`config.mk`:
```
export PLATFORM = sky130hd
export DESIGN_NAME = time_cnt_gen_flat
export DESIGN_NICKNAME = d
export VERILOG_FILES = /design/src/rtl/time_cnt_gen_if.sv /design/src/rtl/time_cnt_gen.sv /design/src/flat_wrapper.sv
export SDC_FILE = /design/constraint.sdc
export NUM_CORES = 1
export LEC_CHECK = 0
export ABC_AREA = 1
export BUFFER_PORTS_ARGS = -buffer_cell sky130_fd_sc_hd__buf_2
export CAP_MARGIN = 30
export CORE_MARGIN = 2
export CORE_UTILIZATION = 50
export DETAILED_ROUTE_END_ITERATION = 10
export PLACE_DENSITY = 0.73
export RECOVER_POWER = 25
export SETUP_SLACK_MARGIN = 0.15
export SYNTH_ARGS = -nofsm -noshare
export SYNTH_HDL_FRONTEND = slang
export SYNTH_SLANG_ARGS = --single-unit
export TNS_END_PERCENT = 30
```
`constraint.sdc`:
```
create_clock -name sclk -period 2.4 [get_ports sclk]
set_clock_uncertainty 0.1 [all_clocks]
set_input_delay 0 -clock sclk [delete_from_list [all_inputs] [get_ports sclk]]
set_output_delay 0 -clock sclk [all_outputs]
set_load 0.02 [all_outputs]
```
`src/rtl/time_cnt_gen_if.sv`:
```
// Control and display bus of the min:sec:sub timer.
// The key FSM drives the master side and the timer is the slave.
interface time_cnt_gen_if #(
   parameter int FIELD_W = 8
);
   logic                   run;
   logic                   dir;
   logic                   clear;
   logic                   load;
   logic [3*FIELD_W-1:0]   load_val;
   logic                   lap;
   logic [FIELD_W-1:0]     min;
   logic [FIELD_W-1:0]     sec;
   logic [FIELD_W-1:0]     sub;
   logic                   tick;
   logic                   wrap;
   logic                   expired;
   logic [FIELD_W-1:0]     lap_min;
   logic [FIELD_W-1:0]     lap_sec;
   logic [FIELD_W-1:0]     lap_sub;
   logic                   lap_valid;

   modport master (
      output run, dir, clear, load, load_val, lap,
      input  min, sec, sub, tick, wrap, expired,
             lap_min, lap_sec, lap_sub, lap_valid
   );

   modport slave (
      input  run, dir, clear, load, load_val, lap,
      output min, sec, sub, tick, wrap, expired,
             lap_min, lap_sec, lap_sub, lap_valid
   );
endinterface

```
`src/rtl/time_cnt_gen.sv`:
```
// Up/down min:sec:sub timer with prescaler, clamped load and countdown expiry.
// Define TIMER_LAP_EN to build the lap-capture registers.
module time_cnt_gen #(
   parameter int TICK_DIV = 5_000_000,
   parameter int FIELD_W  = 8,
   parameter int MIN_MAX  = 59,
   parameter int SEC_MAX  = 59,
   parameter int SUB_MAX  = 9
) (
   input logic           sclk,
   input logic           nrst,
   time_cnt_gen_if.slave bus
);
   localparam int PW = $clog2(TICK_DIV);
   localparam logic [FIELD_W-1:0] MIN_L = FIELD_W'(MIN_MAX);
   localparam logic [FIELD_W-1:0] SEC_L = FIELD_W'(SEC_MAX);
   localparam logic [FIELD_W-1:0] SUB_L = FIELD_W'(SUB_MAX);
   localparam logic [FIELD_W-1:0] ZERO  = '0;

   logic [PW-1:0]      presc_q, presc_d;
   logic [FIELD_W-1:0] min_q, min_d, sec_q, sec_d, sub_q, sub_d;
   logic               tick_q, tick_d, wrap_q, wrap_d, expired_q, expired_d;
   logic               tick_edge, at_zero;

   function automatic logic [FIELD_W-1:0] clamp(input logic [FIELD_W-1:0] v,
                                                input logic [FIELD_W-1:0] mx);
      return (v > mx) ? mx : v;
   endfunction

   assign tick_edge = bus.run && (presc_q == PW'(TICK_DIV - 1));
   assign at_zero   = (min_q == ZERO) && (sec_q == ZERO) && (sub_q == ZERO);

   // Next-state: clear beats load beats tick; a down tick at zero leaves fields alone.
   always_comb begin
      presc_d   = presc_q;
      min_d     = min_q;
      sec_d     = sec_q;
      sub_d     = sub_q;
      tick_d    = 1'b0;
      wrap_d    = 1'b0;
      expired_d = expired_q;
      if (bus.clear) begin
         presc_d   = '0;
         min_d     = '0;
         sec_d     = '0;
         sub_d     = '0;
         expired_d = 1'b0;
      end else if (bus.load) begin
         presc_d   = '0;
         min_d     = clamp(bus.load_val[3*FIELD_W-1:2*FIELD_W], MIN_L);
         sec_d     = clamp(bus.load_val[2*FIELD_W-1:FIELD_W], SEC_L);
         sub_d     = clamp(bus.load_val[FIELD_W-1:0], SUB_L);
         expired_d = 1'b0;
      end else if (tick_edge) begin
         presc_d = '0;
         tick_d  = 1'b1;
         if (!bus.dir) begin
            if (sub_q == SUB_L) begin
               sub_d = '0;
               if (sec_q == SEC_L) begin
                  sec_d = '0;
                  if (min_q == MIN_L) begin
                     min_d  = '0;
                     wrap_d = 1'b1;
                  end else begin
                     min_d = min_q + 1'b1;
                  end
               end else begin
                  sec_d = sec_q + 1'b1;
               end
            end else begin
               sub_d = sub_q + 1'b1;
            end
         end else if (!at_zero) begin
            if (sub_q == ZERO) begin
               sub_d = SUB_L;
               if (sec_q == ZERO) begin
                  sec_d = SEC_L;
                  min_d = min_q - 1'b1;
               end else begin
                  sec_d = sec_q - 1'b1;
               end
            end else begin
               sub_d = sub_q - 1'b1;
            end
            if ((min_q == ZERO) && (sec_q == ZERO) && (sub_q == FIELD_W'(1)))
               expired_d = 1'b1;
         end
      end else if (bus.run) begin
         presc_d = presc_q + PW'(1);
      end
   end

   always_ff @(posedge sclk or negedge nrst) begin
      if (!nrst) begin
         presc_q   <= '0;
         min_q     <= '0;
         sec_q     <= '0;
         sub_q     <= '0;
         tick_q    <= 1'b0;
         wrap_q    <= 1'b0;
         expired_q <= 1'b0;
      end else begin
         presc_q   <= presc_d;
         min_q     <= min_d;
         sec_q     <= sec_d;
         sub_q     <= sub_d;
         tick_q    <= tick_d;
         wrap_q    <= wrap_d;
         expired_q <= expired_d;
      end
   end

   assign bus.min     = min_q;
   assign bus.sec     = sec_q;
   assign bus.sub     = sub_q;
   assign bus.tick    = tick_q;
   assign bus.wrap    = wrap_q;
   assign bus.expired = expired_q;

`ifdef TIMER_LAP_EN
   logic [FIELD_W-1:0] lap_min_q, lap_sec_q, lap_sub_q;
   logic               lap_valid_q;

   // Lap samples the pre-edge fields; clear or load in the same cycle suppresses it.
   always_ff @(posedge sclk or negedge nrst) begin
      if (!nrst) begin
         lap_min_q   <= '0;
         lap_sec_q   <= '0;
         lap_sub_q   <= '0;
         lap_valid_q <= 1'b0;
      end else if (bus.clear) begin
         lap_min_q   <= '0;
         lap_sec_q   <= '0;
         lap_sub_q   <= '0;
         lap_valid_q <= 1'b0;
      end else if (bus.lap && !bus.load) begin
         lap_min_q   <= min_q;
         lap_sec_q   <= sec_q;
         lap_sub_q   <= sub_q;
         lap_valid_q <= 1'b1;
      end
   end

   assign bus.lap_min   = lap_min_q;
   assign bus.lap_sec   = lap_sec_q;
   assign bus.lap_sub   = lap_sub_q;
   assign bus.lap_valid = lap_valid_q;
`else
   // Lap is ignored; masking it keeps the input consumed while the output stays 0.
   assign bus.lap_min   = '0;
   assign bus.lap_sec   = '0;
   assign bus.lap_sub   = '0;
   assign bus.lap_valid = bus.lap & 1'b0;
`endif
endmodule

```
`src/flat_wrapper.sv`:
```
// flat-port wrapper written by rule: the top's interface ports become plain ports
module time_cnt_gen_flat 
#(
   parameter int TICK_DIV = 5_000_000,
   parameter int FIELD_W  = 8,
   parameter int MIN_MAX  = 59,
   parameter int SEC_MAX  = 59,
   parameter int SUB_MAX  = 9
)
  (sclk, nrst, bus_run, bus_dir, bus_clear, bus_load, bus_load_val, bus_lap, bus_min, bus_sec, bus_sub, bus_tick, bus_wrap, bus_expired, bus_lap_min, bus_lap_sec, bus_lap_sub, bus_lap_valid);
  time_cnt_gen_if #(.FIELD_W(FIELD_W)) bus_i ();
  input logic sclk;
  input logic nrst;
  input wire logic [$bits(bus_i.run)-1:0] bus_run;
  input wire logic [$bits(bus_i.dir)-1:0] bus_dir;
  input wire logic [$bits(bus_i.clear)-1:0] bus_clear;
  input wire logic [$bits(bus_i.load)-1:0] bus_load;
  input wire logic [$bits(bus_i.load_val)-1:0] bus_load_val;
  input wire logic [$bits(bus_i.lap)-1:0] bus_lap;
  output wire logic [$bits(bus_i.min)-1:0] bus_min;
  output wire logic [$bits(bus_i.sec)-1:0] bus_sec;
  output wire logic [$bits(bus_i.sub)-1:0] bus_sub;
  output wire logic [$bits(bus_i.tick)-1:0] bus_tick;
  output wire logic [$bits(bus_i.wrap)-1:0] bus_wrap;
  output wire logic [$bits(bus_i.expired)-1:0] bus_expired;
  output wire logic [$bits(bus_i.lap_min)-1:0] bus_lap_min;
  output wire logic [$bits(bus_i.lap_sec)-1:0] bus_lap_sec;
  output wire logic [$bits(bus_i.lap_sub)-1:0] bus_lap_sub;
  output wire logic [$bits(bus_i.lap_valid)-1:0] bus_lap_valid;
  assign bus_i.run = bus_run;
  assign bus_i.dir = bus_dir;
  assign bus_i.clear = bus_clear;
  assign bus_i.load = bus_load;
  assign bus_i.load_val = bus_load_val;
  assign bus_i.lap = bus_lap;
  assign bus_min = bus_i.min;
  assign bus_sec = bus_i.sec;
  assign bus_sub = bus_i.sub;
  assign bus_tick = bus_i.tick;
  assign bus_wrap = bus_i.wrap;
  assign bus_expired = bus_i.expired;
  assign bus_lap_min = bus_i.lap_min;
  assign bus_lap_sec = bus_i.lap_sec;
  assign bus_lap_sub = bus_i.lap_sub;
  assign bus_lap_valid = bus_i.lap_valid;
  time_cnt_gen #(.TICK_DIV(TICK_DIV), .FIELD_W(FIELD_W), .MIN_MAX(MIN_MAX), .SEC_MAX(SEC_MAX), .SUB_MAX(SUB_MAX)) u_core (.sclk(sclk), .nrst(nrst), .bus(bus_i));
endmodule
```
Word-level counts from Yosys, hierarchy flattened
Cells that the tools add are included.
{"block": "word_totals", "output_inout_bits": 52, "ff_bits": 50, "latch_bits": 0, "mem_bits_rw": 0, "rom_bits": 0, "memories": 0, "in_bits": 31}
{"block": "op_classes", "shift": 0, "n_div": 0, "addsub": 7, "n_eq_ne": 9, "n_mul": 0, "n_lt_le_gt_ge": 3, "reduce_logical": 17, "mux": 49, "n_bitwise": 0}
{"op": "$mux W8", "count": 29}
{"op": "$mux W23", "count": 4}
{"op": "$add A8 B1 Y8 const B", "count": 3}
{"op": "$logic_not A8 Y1", "count": 3}
{"op": "$sub A8 B1 Y8 const B", "count": 3}
{"op": "$add A23 B1 Y23 const B", "count": 1}
{"op": "$eq A23 B23 Y1 const B", "count": 1}
{"op": "$eq A8 B6 Y1 const B", "count": 2}
{"op": "$gt A8 B6 Y1 const B", "count": 2}
{"op": "$mux W1", "count": 16}
{"op": "$reduce_bool A4 Y1", "count": 3}
{"op": "$reduce_bool A3 Y1", "count": 3}
{"op": "$eq A8 B1 Y1 const B", "count": 1}
{"op": "$eq A8 B4 Y1 const B", "count": 1}
{"op": "$gt A8 B4 Y1 const B", "count": 1}
{"op": "$ne A4 B1 Y1 const B", "count": 2}
{"op": "$reduce_and A4 Y1", "count": 2}
{"op": "$reduce_and A6 Y1", "count": 1}
{"op": "$logic_and A1 B1 Y1", "count": 4}
{"op": "$ne A4 B4 Y1 const B", "count": 1}
{"op": "$ne A3 B3 Y1 const B", "count": 1}
{"op": "$reduce_and A2 Y1", "count": 1}

Depth between registers and ports, before layout
{"block": "depth", "word_depth": 9, "depth_mapped": 13, "depth_no_buf": 13}

Least setup slack after synthesis
Ideal clock, no wire load.
{"block": "synth_timing", "kind": "register to register", "from": "register u_core.sub_q[0] (netlist: u_core.bus.sub[0])", "to": "register u_core.min_q[4] (netlist: u_core.bus.min[4])", "path_buffers": 1, "synth_period_minus_slack_ns": 1.907, "path_stages_with_launch": 13, "t_required_ns": 2.179, "setup_ns": 0.121, "arrival_ns": 1.686, "path_slack_ns": 0.493, "cell_sequence": "dfrtp_1 > inv_1 > ha_1 > nand2_2 > nor2_2 > nor2_1 > nand2_1 > o21ai_0 > nor2_2 > nand2_4 > buf_12 > nand2_2 > o21ai_2"}
{"block": "synth_via", "elab_chain_len": 4, "word_cells_on_any_way": 7}
{"item": "start: declaration", "line_no": "time_cnt_gen.sv:21", "rtl": "logic [FIELD_W-1:0] min_q, min_d, sec_q, sec_d, sub_q, sub_d;"}
{"item": "start signal: assignment", "line_no": "time_cnt_gen.sv:107", "rtl": "sub_q <= sub_d;"}
{"item": "$logic_not A8 Y1", "line_no": "time_cnt_gen.sv:31, time_cnt_gen.sv:75"}
{"item": "$logic_and A1 B1 Y1", "line_no": "time_cnt_gen.sv:31", "rtl": "assign at_zero = (min_q == ZERO) && (sec_q == ZERO) && (sub_q == ZERO);"}
{"item": "$ne A4 B4 Y1 (no line)"}
{"item": "$reduce_and A6 Y1 (no line) (*)"}
{"item": "end signal: assignment", "line_no": "time_cnt_gen.sv:105", "rtl": "min_q <= min_d;"}
{"item": "end: declaration", "line_no": "time_cnt_gen.sv:21"}
Mark *: on every way between the ends. The rest lies on a longest branch, timed or not.
A chain may end at the register's enable or synchronous reset.

Final worst setup path
{"block": "layout_timing", "from": "register u_core.sec_q[0] (netlist: u_core.bus.sec[0])", "to": "register u_core.min_q[3] (netlist: u_core.bus.min[3])"}
{"block": "layout_via", "elab_chain_len": 5, "word_cells_on_any_way": 8}
{"item": "start: declaration", "line_no": "time_cnt_gen.sv:21"}
{"item": "start signal: assignment", "line_no": "time_cnt_gen.sv:98", "rtl": "sec_q <= '0;"}
{"item": "start signal: assignment", "line_no": "time_cnt_gen.sv:106", "rtl": "sec_q <= sec_d;"}
{"item": "$logic_not A8 Y1", "line_no": "time_cnt_gen.sv:31, time_cnt_gen.sv:77"}
{"item": "$logic_and A1 B1 Y1 (2 in series)", "line_no": "time_cnt_gen.sv:31"}
{"item": "$ne A4 B4 Y1 (no line)"}
{"item": "$reduce_and A6 Y1 (no line) (*)"}
Marks and branches as above.

==> results.py <==
metrics = {
    "place": {
        "gp_congestion": 0.9258,
        "hpwl_um": 8309,
        "placement.io_buffers": 56,
        "placed_cell_area_um2": 4552,
    },
    "run": {
        "cap_violations": 0,
    },
    "cts": {
        "cts_buffers": 5,
        "htree_num_levels": 2,
        "cts_tree": "done",
        "clk_pin_slew_ns": 0.10,
        "worstSkewPairLatency_ns": 0.32,
        "clock-sinks": 50,
        "cts-root-buf": "clkbuf_8",
        "cts_setup_buffers": 0,
        "cts_max_path_buffers": 2,
    },
    "floorplanning": {
        "die-height_um": 96.67,
        "dieArea_um2": 9345,
        "initial_core_util": 0.5200,
        "die_w_um": 96.67,
        "core_um2": 8258,
        "rows": 33,
        "io_pins": 83,
    },
    "worst_setup_path": {
        "rr_startpoint": "u_core.bus.sec[0]$_DFFE_PN0P_",
        "crit_path_frequent_cell": "nand2_1",
        "slowest_delay_ns": 0.45,
        "r2r_setup_slack_ns": 0.32,
        "crit_chain": "inv_1, ha_1, nand2_1, nor2_2, nand2_1, nor2_1, nand2_2, nand2_4, inv_2, nand2_8, inv_1, nand2_1, nand2_1",
        "worstSetupStartpointType": "flop",
        "critical_path_class": "flop to flop",
        "crit_path_end_kind": "flop",
        "rr_endpoint": "u_core.bus.min[3]$_DFFE_PN0P_",
        "worstPathRequired_ns": 2.52,
        "crit_path_end": "u_core.bus.min[3]$_DFFE_PN0P_",
        "worstPathArrival_ns": 2.20,
        "reg2regPathDepth": 13,
        "slowest_stage": "dfrtp_1",
        "path_max_fanout": 13,
        "critPathLaunch": "u_core.bus.sec[0]$_DFFE_PN0P_",
    },
    "drt": {
        "firstDrtPassIters": 5,
        "via_count": 4398,
        "routed_wl_um": 10990,
        "ant_nets": 0,
        "viasPerCell": 5.377,
        "wl_per_cell_um": 13.43,
        "drtIter0Drc": 230,
        "drc": 0,
    },
    "timing": {
        "min_period_ns": 2.085,
        "finalSetupViolCount": 0,
        "rsz0062_at_grt": "true",
        "timing.final.max_slew_violations": 0,
        "tns_ns": 0,
        "finalCritPeriodShare": 0.8686,
        "relSlewSlack": 0.2941,
        "whs_ns": 0.001477,
        "fmax_mhz": 479.7,
        "hold_violations": 0,
        "worst_pin_slew_ns": 1.059,
    },
    "logic_synthesis": {
        "postSynthCellCount": 644,
        "synth_area_um2": 4294,
        "ys.warnings.count": 0,
        "ys_ff_latch": 50,
        "synth.yosys.seq_area_share": 0.2914,
        "ys_async_sr_fraction": 1.000,
        "syn_area_per_cell_um2": 6.668,
        "ys_types": 44,
        "synthFlopType": "dfrtp_1",
        "synth_edf_count": 0,
    },
    "layout": {
        "fill_cells": 821,
        "fin_util": 0.5808,
        "antenna_cells": 0,
        "area_delta_synth_final_pct": 11.68,
        "multiInputGateArea_um2": 2589,
        "final_cell_mix": "nand2_1, nor2_1, inv_1, nand3_1, dfrtp_1",
        "final_cell_area_um2": 4796,
        "finalNetCount": 754,
        "drive_above_1_share": 0.1487,
        "final_common_cell": "nand2_1",
        "regArea_um2": 1252,
    },
    "run_status": {
        "status": "finished, final reports clean",
    },
    "global_routing": {
        "grt_pass1_wl_um": 18430,
        "grt_pass1_vias": 4164,
        "grt-ovfl-total": 0,
        "grt_max_degree": 33,
        "track_usage": 0.2325,
        "antenna_found_initial": 0,
    },
    "hold_path": {
        "hold_class": "input port to flop",
    },
    "pwr": {
        "leakagePower_uw": 0.002262,
        "power.total_uw": 2455,
        "powerDensity_nw_per_um2": 512.0,
        "peakVddDrop_mv": 0.3480,
    },
}
==> power by group <==
group	switching, uW	internal, uW
sequential	84.0	893
combinational	572	288
clock	311	308
==> layer usage <==
metal  track usage  part of all wire  routed length, um  vias up
met5             0                 0                  0        -
met4       0.07151             0.012                135        0
met3       0.03902             0.058                637       12
met2        0.4028              0.49               5407      150
met1        0.2966              0.44               4808     2054
li1              -                 -                  -     2182
==> cells in the mapped netlist, types with 2 or more instances <==
master	count	area [um2]
nand4_1	22	137.6
buf_4	27	202.7
buf_2	2	10.01
nor3_1	14	70.07
dfrtp_1	50	1251
o21ai_1	12	60.06
nand3_1	54	270.3
clkbuf_1	4	15.01
a21oi_1	18	90.09
inv_1	67	251.5
a211oi_1	3	22.52
xor2_1	15	131.4
nor2_1	82	307.8
nand3b_1	2	15.01
xnor2_1	2	17.52
o21ai_0	36	180.2
o31ai_1	3	22.52
nor2_2	10	62.56
buf_6	5	56.30
o21ai_2	4	35.03
nand2_1	156	585.6
ha_1	11	137.6
nand2_4	3	33.78
o21a_1	2	15.01
nor3_2	2	20.02
inv_2	3	11.26
o211ai_1	3	22.52
nand2_2	11	68.82
o22ai_1	4	25.02
nor2_4	3	33.78
==> stage by stage <==
| step | cells | setup slack [ns] |
|---|---|---|
| 3_5_place_dp | 798 | 0.2582 |
| 6_report | 818 | 0.3154 |
| 3_3_place_gp | 798 | 0.3373 |
| 2_1_floorplan | 668 | 0.4926 |
| 4_1_cts | 818 | 0.2565 |
| 5_1_grt | 818 | 0.1115 |
==> kinds of logic after synthesis <==
family	count (synthesis)	share of synthesized area
AO/OA/AOI/OAI	89	0.1171
XOR/XNOR	17	0.03468
adder cells (fa/ha/maj)	11	0.03205
buffers and inverters	110	0.1334
flip-flops	50	0.2914
other	1	0.0008733
AND/OR/NAND/NOR	366	0.3904
==> registers in the layout (all words and copies together) (netlist names) <==
name                cells
u_core.bus.tick         1
u_core.bus.sub          8
u_core.bus.sec          8
u_core.presc_q         23
u_core.bus.expired      1
u_core.bus.min          8
u_core.bus.wrap         1
==> area by class of cell <==
class,instances,area share
clock inverters,3,0.008349
inverters,71,0.05609
clock buffers,5,0.01435
multi-input cells,508,0.5398
flip-flops and latches,50,0.2612
repair buffers,76,0.09288
well taps,105,0.02739
==> timing repair <==
action / in CTS / in global routing
hold buffers: 12 / 0
endpoints found under the setup margin: 0 / 18
gates resized for setup: 0 / 10
endpoints found under the hold margin: 33 / 0
==> worst max-delay path: cells and delay by family (launching register included) <==
family / cells / cell delay [ns]
fa+ha+maj: 1 / 0.16
flops: 1 / 0.45
buf+inv: 3 / 0.33
simple gates: 9 / 0.93
==> worst min-delay path by stage <==
stage                          start                              to  slack [ns]  cells after the start
finish              bus_load_val[21]   u_core.bus.min[5]$_DFFE_PN0P_       0.001                      5
detailed placement              nrst  u_core.presc_q[18]$_DFFE_PN0P_       -0.13                      1
CTS                  bus_load_val[9]   u_core.bus.sec[1]$_DFFE_PN0P_       0.006                      5
global route        bus_load_val[21]   u_core.bus.min[5]$_DFFE_PN0P_        0.03                      5
floorplan                       nrst  u_core.bus.expired$_DFFE_PN0P_       -0.40                      0
global placement                nrst  u_core.presc_q[18]$_DFFE_PN0P_       -0.13                      1
No activity file was read; power rests on OpenSTA's default activity.
